<file path="config.mk">
export PLATFORM = sky130hd
export DESIGN_NAME = alu_cmd_issuer
export DESIGN_NICKNAME = d
export VERILOG_FILES = /design/src/rtl/alu_cmd_issuer_pkg.sv /design/src/rtl/alu_issue_timer.sv /design/src/rtl/alu_cmd_issuer.sv
export SDC_FILE = /design/constraint.sdc
export NUM_CORES = 1
export LEC_CHECK = 0
export ABC_AREA = 1
export CORE_AREA = 3 3 95 97
export CTS_CLUSTER_SIZE = 10
export DETAILED_ROUTE_END_ITERATION = 8
export DIE_AREA = 0 0 98 100
export SLEW_MARGIN = 20
export SYNTH_ARGS = -nofsm -noshare
export SYNTH_HDL_FRONTEND = slang
export SYNTH_HIERARCHICAL = 1
export SYNTH_SLANG_ARGS = --single-unit
</file>
<file path="constraint.sdc">
create_clock -name clk -period 2.3 [get_ports clk]
set_clock_uncertainty 0.05 [all_clocks]
set_input_delay 0.46 -clock clk [delete_from_list [all_inputs] [get_ports clk]]
set_output_delay 0.46 -clock clk [all_outputs]
set_load 0.02 [all_outputs]
</file>
<file path="src/rtl/alu_cmd_issuer_pkg.sv">
// alu_cmd_issuer_pkg: ALU opcodes and issuer FSM state encoding shared by the issuer RTL
package alu_cmd_issuer_pkg;
  typedef enum logic [2:0] {
    no_op  = 3'b000,
    add_op = 3'b001,
    and_op = 3'b010,
    xor_op = 3'b011,
    mul_op = 3'b100,
    rst_op = 3'b111
  } operation_t;
  typedef logic [1:0] issuer_state_t;
  localparam issuer_state_t IDLE  = 2'd0;
  localparam issuer_state_t ISSUE = 2'd1;
  localparam issuer_state_t RESP  = 2'd2;
endpackage

</file>
<file path="src/rtl/alu_issue_timer.sv">
// alu_issue_timer: counts enabled cycles and flags the TIMEOUT-th one
// ports: clk, rst_n (async, active low), clear (zero the count), enable (count this cycle),
//        expired (high during the TIMEOUT-th consecutive enabled cycle)
module alu_issue_timer #(
  parameter int TIMEOUT = 64
) (
  input  logic clk,
  input  logic rst_n,
  input  logic clear,
  input  logic enable,
  output logic expired
);
  localparam int TW = $clog2(TIMEOUT);
  logic [TW-1:0] cnt_q, cnt_d;
  always_comb begin
    cnt_d   = clear ? '0 : enable ? cnt_q + 1'b1 : cnt_q;
    expired = enable && (cnt_q == TW'(TIMEOUT - 1));
  end
  always_ff @(posedge clk or negedge rst_n)
    if (!rst_n) cnt_q <= '0;
    else        cnt_q <= cnt_d;
endmodule

</file>
<file path="src/rtl/alu_cmd_issuer.sv">
// alu_cmd_issuer: takes one command, runs it on the ALU start/done protocol, returns the result
// ports: cmd_* valid/ready command in; alu_* start/operands/opcode out with done/result back;
//        rsp_* valid/ready response out (result, opcode, timeout error); op_count completed ops
module alu_cmd_issuer
  import alu_cmd_issuer_pkg::*;
#(
  parameter int DATA_W  = 8,
  parameter int TIMEOUT = 64,
  parameter int CNT_W   = 16
) (
  input  logic                clk,
  input  logic                rst_n,
  input  logic                cmd_valid,
  output logic                cmd_ready,
  input  logic [DATA_W-1:0]   cmd_A,
  input  logic [DATA_W-1:0]   cmd_B,
  input  logic [2:0]          cmd_op,
  output logic                alu_start,
  output logic [DATA_W-1:0]   alu_A,
  output logic [DATA_W-1:0]   alu_B,
  output logic [2:0]          alu_opcode,
  input  logic                alu_done,
  input  logic [2*DATA_W-1:0] alu_result,
  output logic                rsp_valid,
  input  logic                rsp_ready,
  output logic [2*DATA_W-1:0] rsp_result,
  output logic [2:0]          rsp_op,
  output logic                rsp_err,
  output logic [CNT_W-1:0]    op_count
);
  issuer_state_t       state_q, state_d;
  logic                start_q, start_d;
  logic [DATA_W-1:0]   a_q, a_d, b_q, b_d;
  logic [2:0]          op_q, op_d, rop_q, rop_d;
  logic                rvalid_q, rvalid_d, err_q, err_d;
  logic [2*DATA_W-1:0] res_q, res_d;
  logic [CNT_W-1:0]    cnt_q, cnt_d;
  logic                expired;
  alu_issue_timer #(.TIMEOUT(TIMEOUT)) u_timer (
    .clk     (clk),
    .rst_n   (rst_n),
    .clear   (state_q != ISSUE),
    .enable  (state_q == ISSUE),
    .expired (expired)
  );
  always_comb begin
    state_d  = state_q;
    start_d  = start_q;
    a_d      = a_q;
    b_d      = b_q;
    op_d     = op_q;
    rop_d    = rop_q;
    rvalid_d = rvalid_q;
    err_d    = err_q;
    res_d    = res_q;
    cnt_d    = cnt_q;
    case (state_q)
      IDLE: if (cmd_valid) begin
        a_d  = cmd_A;
        b_d  = cmd_B;
        op_d = cmd_op;
        if (cmd_op == no_op) begin
          state_d  = RESP;
          rvalid_d = 1'b1;
          res_d    = '0;
          rop_d    = cmd_op;
          err_d    = 1'b0;
        end else begin
          state_d = ISSUE;
          start_d = 1'b1;
        end
      end
      // done has priority over an expiry landing in the same cycle
      ISSUE: if (alu_done || expired) begin
        state_d  = RESP;
        start_d  = 1'b0;
        rvalid_d = 1'b1;
        rop_d    = op_q;
        res_d    = alu_done ? alu_result : '0;
        err_d    = !alu_done;
      end
      RESP: if (rsp_ready) begin
        state_d  = IDLE;
        rvalid_d = 1'b0;
        cnt_d    = cnt_q + 1'b1;
      end
      default: state_d = IDLE;
    endcase
  end
  always_ff @(posedge clk or negedge rst_n)
    if (!rst_n) begin
      state_q  <= IDLE;
      start_q  <= 1'b0;
      a_q      <= '0;
      b_q      <= '0;
      op_q     <= '0;
      rop_q    <= '0;
      rvalid_q <= 1'b0;
      err_q    <= 1'b0;
      res_q    <= '0;
      cnt_q    <= '0;
    end else begin
      state_q  <= state_d;
      start_q  <= start_d;
      a_q      <= a_d;
      b_q      <= b_d;
      op_q     <= op_d;
      rop_q    <= rop_d;
      rvalid_q <= rvalid_d;
      err_q    <= err_d;
      res_q    <= res_d;
      cnt_q    <= cnt_d;
    end
  assign cmd_ready  = (state_q == IDLE);
  assign alu_start  = start_q;
  assign alu_A      = a_q;
  assign alu_B      = b_q;
  assign alu_opcode = op_q;
  assign rsp_valid  = rvalid_q;
  assign rsp_result = res_q;
  assign rsp_op     = rop_q;
  assign rsp_err    = err_q;
  assign op_count   = cnt_q;
endmodule

</file>
Word-level counts from Yosys, hierarchy flattened
Cells that the tools add are included.
Storage, ports and cells
  bits in registers: 65
  input port bits: 40
  output and inout port bits: 58
  word-level logic and storage cells: 65
Operators by class
  add/subtract/negate cells: 2
  eq/ne operators: 9
  muxes and demuxes: 29
  reduce and logical (&&, ||, !) cells: 14
Operator list (number)
  two-way mux 16 bit: 4
  one-hot mux 16 bit (2 select lines): 1
  adder 16 x 1 -> 16 bit (second input constant): 1
  two-way mux 6 bit: 2
  two-way mux 1 bit: 10
  two-way mux 3 bit: 3
  two-way mux 2 bit: 4
  != test 2 bit (second input constant): 4
  AND reduction 4 bit: 2
  adder 6 x 1 -> 6 bit (second input constant): 1
  == test 6 bit (second input constant): 1
  one-hot mux 2 bit (3 select lines): 1
  one-hot mux 3 bit (2 select lines): 1
  AND reduction 5 bit: 1
  != test 2 x 1 -> 1 bit (second input constant): 2
  one-hot mux 1 bit (2 select lines): 2
  AND reduction 2 bit: 2
  nonzero test 2 bit: 2
  zero test 3 bit: 1
  one-hot mux 1 bit (3 select lines): 1
  AND reduction 3 bit: 1
  nonzero test 3 bit: 1
  == test 2 x 1 -> 1 bit (second input constant): 1
  == test 2 bit (second input constant): 1
  4 further kinds: 4

Logic depth before layout (Yosys ltp)
  word-level depth: 5
  gate-level depth with buffers: 12
  mapped depth without buffers: 10

By module
The synthesis kept the hierarchy.
Modules (own cells, without submodules)
  alu_cmd_issuer: times used 1, cells each 252, area each 2531.2 µm², sequential area each 1476.4 µm²
  alu_issue_timer: times used 1, cells each 45, area each 344.1 µm², sequential area each 150.1 µm²

Worst setup path after synthesis
Ideal clock, no wire load.
  path kind: reg-to-reg
  start point: register state_q[1]
  end point: register err_q, in the netlist rsp_err
  library setup time: 0.117 ns
  arrival: 1.746 ns
  data required time: 2.133 ns
  path slack: 0.387 ns
  cell stages (with the launch flop): 13
  path buffers: 2
  clock period less this slack: 1.913 ns
  path through: dfrtp_1 -> inv_1 -> nand2_4 -> inv_2 -> buf_2 -> nand3_1 -> nor3_1 -> inv_1 -> a21oi_4 -> nand2_2 -> buf_6 -> nand2_1 -> nand2_1
Between the ends
  cells in the longest elaborated chain, start to end: 5
  elaborated cells on any way between the ends: 10
  those cells by class: 4 x eq/ne; 1 x mux; 5 x reduce/logical
Ends and longest elaborated chain
  from (decl): RTL line alu_cmd_issuer.sv:31  | issuer_state_t state_q, state_d;
  from (signal assigned): RTL line alu_cmd_issuer.sv:103  | state_q <= state_d;
  == test 2 x 1 -> 1 bit: RTL line alu_cmd_issuer.sv:43  | .enable (state_q == ISSUE),
  logical AND 1 bit: RTL line alu_issue_timer.sv:17  | expired = enable && (cnt_q == TW'(TIMEOUT - 1));
  named net expired: RTL line alu_cmd_issuer.sv:38  | logic expired;
  logical OR 1 bit: RTL line alu_cmd_issuer.sv:74  | ISSUE: if (alu_done || expired) begin
  != test 2 bit (no source line)
  AND reduction 4 bit (no source line)
  to (signal assigned): RTL line alu_cmd_issuer.sv:110  | err_q <= err_d;
  to (decl): RTL line alu_cmd_issuer.sv:35  | logic rvalid_q, rvalid_d, err_q, err_d;
The timed path passes the listed nets, and every way through them passes these cells.
A chain may end at the register's enable or synchronous reset.

Worst setup path in the final report
  start point: register state_q[0]
  end point: output port cmd_ready
Between the ends
  cells in the longest elaborated chain, start to end: 1
Ends and longest elaborated chain
  zero test 2 bit: RTL line alu_cmd_issuer.sv:114  | assign cmd_ready = (state_q == IDLE);
  to (decl): RTL line alu_cmd_issuer.sv:14  | output logic cmd_ready,
Every way passes these cells.

==> results.txt <==
The run finished with clean final reports. The most frequent cell after synthesis is nand2_1. The biggest fanout along the worst timing path came out at 4. The detail route stage leaves a number of antenna-violating nets equal to 0. The most used flip-flop cell after synthesis is dfrtp_1. The first global-routing pass estimated 11300 um of wire. Ranked by total cell area, the synthesized netlist is headed by dfrtp_1 (57%), nand2_1 (11%), mux2_2 (6.3%). The global placer's final weighted congestion came out at roughly 0.73. The worst flop-to-flop path startpoint is state_q[1]$_DFFE_PN0P_. Clock tree synthesis selected as its root buffer the cell clkbuf_8. The final critical path time including I/O delays and setup is 2.15 ns. The delay of the slowest critical-path stage is roughly 0.63 ns. The number of distinct library cell variants in the gate-level netlist after synthesis is 27. The clock drives 65 sinks. The routed layout has 2287 vias. The slew of the pin with the lowest slew margin came out at between 0.4 and 0.5 ns. The number of synthesized register bits is 65. By count the netlist is led by nand2_1 (84), dfrtp_1 (65), nand3_1 (31), inv_1 (28), mux2_2 (16). The number of buffers added to fix hold violations after cts came out at 0. The critical path required time came out at roughly 1.8 ns. The power per standard cell area is between 1000 and 1500 nW/um2. The number of nets in the synthesized netlist is 339. The number of standard-cell rows in the floorplan came out at 33. The repair_antennas step left the layout with diodes totalling 0.

Walking the worst path, the cells encountered are nor2_4, clkdlybuf4s50_1. The slowest stage of the critical path belongs to the cell clkdlybuf4s50_1. For this run the aggregate overflow at the end of global routing stands at 0. In this run the worst setup path begins at state_q[0]$_DFFE_PN0P_. The worst pin sits at a relative slew slack of 0.688. The post-layout net count came out at between 400 and 500. The quantity of gates resized following cts came out at 0.

The relative area change from synthesis to final layout is 44.0%. The routed via count divided by cell count came out at 4.47. The routed design has between 6000 and 7000 um of wire. Of the cells placed in the final design, the portion with a size suffix greater than 1 is 0.128. The die extent in y is 100 um. The residual DRC count is 0.

The number of buffer cells added on primary ports came out at a little under 100. STA classifies the critical path endpoint as an output port. Detailed placement finished with a half-perimeter wire length of slightly below 5000 um. The number of cells produced by synthesis came out at a little under 300. The maximum buffer depth of the clock tree is 2. Summed over all instances, the cell type with the most area after synthesis is dfrtp_1. The max-slew violation count is 0. The core area is around 8200 um2. The type of the tightest min-delay check is in -> async. The nature of the critical path startpoint is a flip-flop.

For this run, the total global-route usage over all layers was measured as 0.145. The later pin in the worst-skew pair is clocked with a latency of between 0.3 and 0.4 ns. The synthesized design contains 0 enable-type register cells. The critical setup path kind is reg -> out.

The CTS buffer count came out at 9. The summed instance area of the synthesized netlist came out at around 2900 um2. The post-layout total power is 4.86 mW. The via count of the first global-routing pass is about 2.4k.

The clock tree from TritonCTS is built. The leakage power summed over all cells came out at 1.93 nW. The mean instance size in the synthesized netlist came out at 9.68 um2. Dividing the final minimum period by the clock period gives 0.934. The initial DRC count is ~110.

Setup repair after global routing left no endpoint under its margin. The summed area of non-filler cells in the final layout came out at between 4000 and 5000 um2. The async set or reset register ratio after synthesis came out at 1.00. The setup fix buffers added after clock tree synthesis is 0.

The instance count after placement with tap cells included came out at 497. The die area came out at around 9800 um2. The number of warning messages in the yosys log is 6. The post-synthesis sequential area ratio came out at 0.566. Setup slack on the worst reg-to-reg path comes out at roughly 0.35 ns. The clock input transition at the sequential cells of the worst setup and hold paths came out at about 0.07 ns. In the final routed layout, each cell accounts on average for about 13 um. 98 I/O pins were placed. Before antenna repair, the detailed router went through 4 iterations. The post-route worst hold slack came out at 0.0246 ns. The starting density of the core is 0.350. The aggregate negative setup slack is 0 ns.

The max-cap check violation count is 0. The horizontal die dimension is 98 um. The number of antenna violations at the first check in global routing is 0. Timing would allow up to about 0.47 GHz.

The worst endpoint data arrival time came out at around 1.6 ns. The final setup violation count came out at 0. The finished layout holds around 500 standard cells, fillers aside. The hold violation count in the final report came out at 0. The fraction of synthesized cell area taken by the top area cell type is 0.566. The largest net degree at the start of global routing is 30. The largest voltage drop on the vdd net is ~0.52 mV.

The maximum level of the CTS H-tree is 3. The instance area after placement is 3980 um2.
[registers in the layout (all words and copies together) (netlist names)]
signal and cells:
rsp_valid 1, alu_A 8, rsp_err 1, state_q 2, alu_start 1, alu_B 8, rsp_result 16, rsp_op 3
op_count 16, alu_opcode 3, u_timer/cnt_q 6
[cells by family after synthesis]
| kind of cell | after synthesis | synth area share |
|---|---|---|
| and+or+nand+nor | 146 | 0.228 |
| DFF | 65 | 0.566 |
| buffers and inverters | 38 | 0.0579 |
| AOI/OAI and AO/OA | 17 | 0.0370 |
| muxes | 16 | 0.0627 |
| xor gates and xnor gates | 13 | 0.0396 |
| adders and majority gates | 2 | 0.00870 |
[layout make-up]
type	count	area, um2
multi-input cells	194	1080
repair buffers	103	1020
well taps	105	131
clock inverters	3	17.5
inverters	30	113
flip-flops and latches	65	1630
clock buffers	12	145
fillers	783	4080
[worst paths after layout]
path | endpoint | cells past startpoint
setup reg to reg | rsp_result[5]$_DFFE_PN0P_ | 10
setup / recovery | cmd_ready | 2
max in group asynchronous | alu_B[3]$_DFFE_PN0P_ | 2
min in group clk | rsp_result[12]$_DFFE_PN0P_ | 2
hold / removal | alu_opcode[1]$_DFFE_PN0P_ | 1
hold reg to reg | rsp_result[12]$_DFFE_PN0P_ | 2
[where the power goes]
group | switching [mW] | internal, mW | total, mW
clock | 0.425 | 0.412 | 0.836
sequential | 0.251 | 1.53 | 1.78
combinational | 1.19 | 1.05 | 2.24
[layer usage]
metal | global-route usage | vias up | wire length (um)
met4 | 0.0575 | 0 | 114
met2 | 0.237 | 50 | 3250
met3 | 0.0521 | 8 | 430
met1 | 0.176 | 1076 | 2870
li1 | - | 1153 | -
met5 | 0 | - | 0
[cells in the final DEF, fill, tap and decap left out, drive strengths merged]
cell,instances
nor2,20
dfrtp,65
xor2,5
o31ai,1
clkinv,2
a21oi,6
nand4,5
buf,7
ha,2
clkinvlp,1
nand2,86
nand3,33
nor3,2
clkbuf,12
clkdlybuf4s50,96
inv,30
mux2,16
xnor2,8
o21ai,10
[critical path, delay by kind of cell (launching register included)]
kind	cells	cell delay (ns)
buf+inv	1	0.63
simple gates	1	0.21
flops	1	0.47
[stage by stage]
| stage | worst slack (ns) | util |
|---|---|---|
| 2_1_floorplan | 0.387 | - |
| 3_3_place_gp | 0.324 | 0.484 |
| 3_5_place_dp | 0.283 | 0.484 |
| 4_1_cts | 0.131 | 0.504 |
| 5_1_grt | 0.0964 | 0.504 |
| 6_report | 0.151 | 0.504 |
Power figures use the tool's default switching activity.
